$ cat src/rtl/uart_pkg.sv
// Shared constants for the UART transmit queue: register addresses,
// drain FSM state encoding and the WAIT_BUSY timeout.
package uart_pkg;

    localparam logic [31:0] TXQ_DATA = 32'h4000_0024;
    localparam logic [31:0] TXQ_STAT = 32'h4000_0028;
    localparam logic [31:0] TXQ_CTRL = 32'h4000_002C;

    localparam int unsigned BUSY_TIMEOUT = 4;

    typedef enum logic [1:0] {
        IDLE      = 2'd0,
        ISSUE     = 2'd1,
        WAIT_BUSY = 2'd2,
        WAIT_DONE = 2'd3
    } txq_state_e;

endpackage

$ cat src/rtl/byte_fifo.sv
// Byte FIFO with synchronous flush; DEPTH must be a power of two so the
// pointers wrap naturally. Push when full and pop when empty are ignored.
module byte_fifo #(
    parameter int DEPTH = 16,
    parameter int CNT_W = 5
) (
    input  logic             CLK,
    input  logic             Reset_n,
    input  logic             flush,
    input  logic             push,
    input  logic             pop,
    input  logic [7:0]       din,
    output logic [7:0]       dout,
    output logic [CNT_W-1:0] count,
    output logic             full,
    output logic             empty
);

    localparam int PTR_W = $clog2(DEPTH);

    logic [7:0]       mem [DEPTH];
    logic [PTR_W-1:0] wr_ptr;
    logic [PTR_W-1:0] rd_ptr;
    logic             do_push;
    logic             do_pop;

    assign full    = (count == CNT_W'(DEPTH));
    assign empty   = (count == '0);
    assign do_push = push && !full && !flush;
    assign do_pop  = pop && !empty && !flush;
    assign dout    = mem[rd_ptr];

    always_ff @(posedge CLK) begin
        if (do_push)
            mem[wr_ptr] <= din;
    end

    always_ff @(posedge CLK or negedge Reset_n) begin
        if (!Reset_n) begin
            wr_ptr <= '0;
            rd_ptr <= '0;
            count  <= '0;
        end else if (flush) begin
            wr_ptr <= '0;
            rd_ptr <= '0;
            count  <= '0;
        end else begin
            if (do_push)
                wr_ptr <= wr_ptr + PTR_W'(1);
            if (do_pop)
                rd_ptr <= rd_ptr + PTR_W'(1);
            // Simultaneous push and pop leaves the count unchanged.
            if (do_push && !do_pop)
                count <= count + CNT_W'(1);
            else if (!do_push && do_pop)
                count <= count - CNT_W'(1);
        end
    end

endmodule

$ cat src/rtl/uart_tx_queue.sv
// Memory-mapped byte queue that drains into the UART sender one frame at a time.
// Define UART_TXQ_IRQ_EN to build the low-water interrupt (irq_en, threshold).
module uart_tx_queue
    import uart_pkg::*;
#(
    parameter int DEPTH = 16,
    parameter int CNT_W = 5
) (
    input  logic        CLK,
    input  logic        Reset_n,
    input  logic        rd,
    input  logic        wr,
    input  logic [31:0] addr,
    input  logic [31:0] wdata,
    output logic [31:0] rdata,
    input  logic        tx_status,
    output logic [7:0]  tx_data,
    output logic        tx_en,
    output logic        irq
);

    txq_state_e       state;
    txq_state_e       state_nxt;
    logic [2:0]       busy_cnt;
    logic             wr_data;
    logic             wr_ctrl;
    logic             rd_stat;
    logic             flush;
    logic             pop;
    logic             overflow;
    logic             irq_en;
    logic [7:0]       fifo_dout;
    logic [CNT_W-1:0] count;
    logic             full;
    logic             empty;
    logic             unused_wdata;

    assign wr_data = wr && (addr == TXQ_DATA);
    assign wr_ctrl = wr && (addr == TXQ_CTRL);
    assign rd_stat = rd && (addr == TXQ_STAT);
    assign flush   = wr_ctrl && wdata[0];
    assign pop     = (state == IDLE) && !empty && tx_status;

    byte_fifo #(
        .DEPTH (DEPTH),
        .CNT_W (CNT_W)
    ) u_fifo (
        .CLK     (CLK),
        .Reset_n (Reset_n),
        .flush   (flush),
        .push    (wr_data),
        .pop     (pop),
        .din     (wdata[7:0]),
        .dout    (fifo_dout),
        .count   (count),
        .full    (full),
        .empty   (empty)
    );

    // A dropped push outranks the read-clear so an overflow is never lost.
    always_ff @(posedge CLK or negedge Reset_n) begin
        if (!Reset_n)
            overflow <= 1'b0;
        else if (flush)
            overflow <= 1'b0;
        else if (wr_data && full)
            overflow <= 1'b1;
        else if (rd_stat)
            overflow <= 1'b0;
    end

    always_comb begin
        state_nxt = state;
        case (state)
            IDLE:      if (pop) state_nxt = ISSUE;
            ISSUE:     state_nxt = WAIT_BUSY;
            WAIT_BUSY: if (!tx_status || busy_cnt == 3'(BUSY_TIMEOUT - 1))
                           state_nxt = WAIT_DONE;
            WAIT_DONE: if (tx_status) state_nxt = IDLE;
            default:   state_nxt = IDLE;
        endcase
    end

    // tx_en is registered off ISSUE, so it lands two edges after the push.
    always_ff @(posedge CLK or negedge Reset_n) begin
        if (!Reset_n) begin
            state    <= IDLE;
            busy_cnt <= '0;
            tx_data  <= '0;
            tx_en    <= 1'b0;
        end else begin
            state    <= state_nxt;
            busy_cnt <= (state == WAIT_BUSY) ? busy_cnt + 3'd1 : 3'd0;
            tx_en    <= (state == ISSUE);
            if (pop)
                tx_data <= fifo_dout;
        end
    end

`ifdef UART_TXQ_IRQ_EN
    logic [7:0] threshold;

    always_ff @(posedge CLK or negedge Reset_n) begin
        if (!Reset_n) begin
            irq_en    <= 1'b0;
            threshold <= '0;
            irq       <= 1'b0;
        end else begin
            if (wr_ctrl) begin
                irq_en    <= wdata[1];
                threshold <= wdata[15:8];
            end
            irq <= irq_en && (32'(count) <= 32'(threshold)) && (state == IDLE);
        end
    end

    assign unused_wdata = ^wdata[31:16];
`else
    assign irq_en       = 1'b0;
    assign irq          = 1'b0;
    assign unused_wdata = ^wdata[31:8];
`endif

    always_comb begin
        rdata = '0;
        if (rd_stat) begin
            rdata[CNT_W+7:8] = count;
            rdata[3]         = irq_en;
            rdata[2]         = overflow;
            rdata[1]         = full;
            rdata[0]         = empty;
        end
    end

endmodule
$ cat config.mk
export PLATFORM = sky130hd
export DESIGN_NAME = uart_tx_queue
export DESIGN_NICKNAME = d
export VERILOG_FILES = /design/src/rtl/uart_pkg.sv /design/src/rtl/byte_fifo.sv /design/src/rtl/uart_tx_queue.sv
export SDC_FILE = /design/constraint.sdc
export NUM_CORES = 1
export LEC_CHECK = 0
export BUFFER_PORTS_ARGS = -buffer_cell sky130_fd_sc_hd__buf_2
export CAP_MARGIN = 10
export CORE_UTILIZATION = 45
export DETAILED_ROUTE_END_ITERATION = 10
export PLACE_DENSITY = 0.74
export SYNTH_ARGS = -nofsm -noshare
export SYNTH_HDL_FRONTEND = slang
export SYNTH_HIERARCHICAL = 1
export SYNTH_SLANG_ARGS = --single-unit
$ cat constraint.sdc
create_clock -name CLK -period 6.45 [get_ports CLK]
set_input_delay 0.3225 -clock CLK [delete_from_list [all_inputs] [get_ports CLK]]
set_output_delay 0.3225 -clock CLK [all_outputs]
set_load 0.01 [all_outputs]
==> out/qor.yml <==
status: "completed"
fmax_mhz: 240.8
initial_core_util_pct: 46.06
critPathMostFrequentCell: "a21oi_1"
critPathLaunchType: "flip-flop"
r2r_cells: 12
synth_top_area_share_pct: 55.09
die_area_um2: 16010
rsz0062_at_grt: "no"
routed_via_density: 5.640
grt_pass1_vias: 3966
die_h_um: 126.5
slew_headroom_pct: 34.20
cp_slowest_cell: "or4_1"
layout_commonest_cell: "edfxtp_1"
grt_max_degree: 52
synth-edff-count: 128
tns_ns: 0
clkSinkCount: 156
cp-end-kind: "flip-flop"
cts.path.max_buffers: 2
grt_usage_pct: 18.43
synth_xor_area_share_pct: 0.8788
cts_made_buffers: 17
synth-seq-area-share_pct: 65.14
netlist_instances: 448
routabilityCongestion: 0.8036
synth.avg_cell_area_um2: 15.57
first_pass_iters: 5
placementRows: 45
ant_nets: 0
crit_chain: "or4_1 > nor2_1 > nor2b_1 > nand2_1 > inv_1 > o41ai_1 > nand3b_1 > ha_1 > a21oi_1 > a21oi_1 > a311o_1 > a31oi_1"
layout-drive-gt1-share_pct: 26.48
wl_per_cell_um: 19.15
criticalPathCategory: "reg2reg"
post_cts_buffers: 0
p_leak_nw: 2.942
clkLatencyLatePin_ns: 0.42
h-tree-depth: 4
peakVddDrop_v: 0.0001877
finalCriticalPeriod_ns: 4.153
layout_worst_path_cycle_share_pct: 64.39
worstPathArrival_ns: 4.49
io_pins: 111
whs_path_depth: 1
mostFrequentLayoutCells: "edfxtp_1, buf_2, mux2i_1"
synth-main-ff-cell: "edfxtp_1"
overflow: 0
root_buffer: "clkbuf_16"
grt_pass1_wl_um: 21690
cts_tree: "done"
core_um2: 15150
finalHoldViolations: 0
clkTransAtPathRegs_ns: 0.06
num_vias: 4021
die_w_um: 126.5
p_per_area_nw_per_um2: 382.0
slew_viol_final: 0
nets: 598
ys_warn_count: 6
finalSetupViolations: 0
synth_compound_area_share_pct: 6.564
route.detailed.drc: 0
synth-adder-area-share_pct: 3.156
yosysTopAreaCell: "edfxtp_1"
maxCapViolations: 0
synth_area_um2: 6977
synthDistinctLibCells: 56
ys_ff_latch: 156
muxShareOfSynthArea_pct: 12.28
crit_path_max_incr_delay_ns: 0.82
antennaDiodeCount: 0
path_max_fanout: 9
tightestPinTransition_ns: 0.9834
cp.required_ns: 6.79
fin_skew_ns: 0.007338
portBuffers: 61
routed_wl_um: 13660
post-dp-hpwl_um: 8812
antenna_found_initial: 0
yosys-top-cells-area: "edfxtp_1, dfrtp_1, mux4_2"
synth-simple-area-share_pct: 7.138
synth_async_sr_flop_share_pct: 17.95
drtIter0Drc: 421
min_path_type: "in2reg"
synth_top_family_by_area: "multiplexers"
whs_ns: 0.2906
area_growth_pct: 13.38
-- sequential cells by signal (all words and copies together) (netlist names) --
name,cells
u_fifo/wr_ptr,4
tx_data,8
u_fifo/mem,128
u_fifo/rd_ptr,4
overflow,1
tx_en,1
state,2
u_fifo/count,5
busy_cnt,3
-- final cells by class --
type,instances,area (um2)
Fill cell,1185,7236
Sequential cell,156,4546
Multi-Input combinational cell,259,2201
Clock buffer,17,425.4
Timing Repair Buffer,66,345.3
Tap cell,188,235.2
Clock inverter,15,112.6
Inverter,12,45.04
-- critical path: cells and delay by family, from the launching register on --
family	cells	cell delay, ns
AND/OR/NAND/NOR	5	1.76
AO/OA/AOI/OAI	5	1.09
flip-flops	1	0.48
adder cells (fa/ha/maj)	1	0.41
buffers and inverters	1	0.31
-- per-layer routing --
metal,track usage (%),wire length [um],vias to the layer above
met4,7.725,223,0
met1,24.00,5519,2015
met2,29.80,6925,178
met3,4.344,987,18
li1,-,-,1810
met5,0,0,-
-- power by group --
group          leakage, nW  switching [mW]  internal, mW
registers             1.49           0.110          1.16
logic                 1.19           0.451         0.392
clock network        0.262           0.410         0.498
total                 2.94           0.971          2.05
-- synth_stat cells (8+ instances only) --
cell type	n
mux2i_1	35
mux2_2	9
nor2_1	31
o21ai_0	9
ha_1	16
nand2_1	14
edfxtp_1	128
a22oi_1	8
mux4_2	16
buf_2	12
dfrtp_1	28
and2_1	10
inv_1	11
buf_4	26
a221oi_1	16
-- path summary, 6_finish.rpt --
path / from / end / slack (ns)
setup / recovery: u_fifo/count[0] / u_fifo/count[4] / 2.30
hold / removal: wdata[2] / u_fifo/mem[9][2] / 0.29
setup reg to reg: u_fifo/count[0] / u_fifo/count[4] / 2.30
hold reg to reg: busy_cnt[0] / busy_cnt[0] / 0.44
max in group asynchronous: Reset_n / u_fifo/rd_ptr[0] / 5.48
min in group asynchronous: Reset_n / u_fifo/count[3] / 0.49
-- what timing repair did --
item | 4_1_cts | 5_1_grt
hold buffers | 1 | 0
resized for setup | 0 | 0
endpoints found under the hold margin | 28 | 0
-- stage by stage --
step / cell area, um2 / power (mW) / worst slack, ns / util, % / instances
after CTS: 7910 / 3.031 / 2.294 / 52.23 / 713
after global routing: 7910 / 3.165 / 2.018 / 52.23 / 713
after detailed placement: 7362 / 2.127 / 2.325 / 48.61 / 680
final: 7910 / 3.022 / 2.297 / 52.23 / 713
after floorplan: 7067 / 1.916 / 3.093 / - / 472
after global placement: 7362 / 2.097 / 2.453 / 48.61 / 680
-- logic make-up after synthesis --
family | Yosys count
mux | 63
other cells | 1
compound gates | 56
simple gates | 91
fa+ha+maj | 17
xor+xnor | 7
buf+inv | 57
flops | 156
Power figures use the tool's default switching activity.
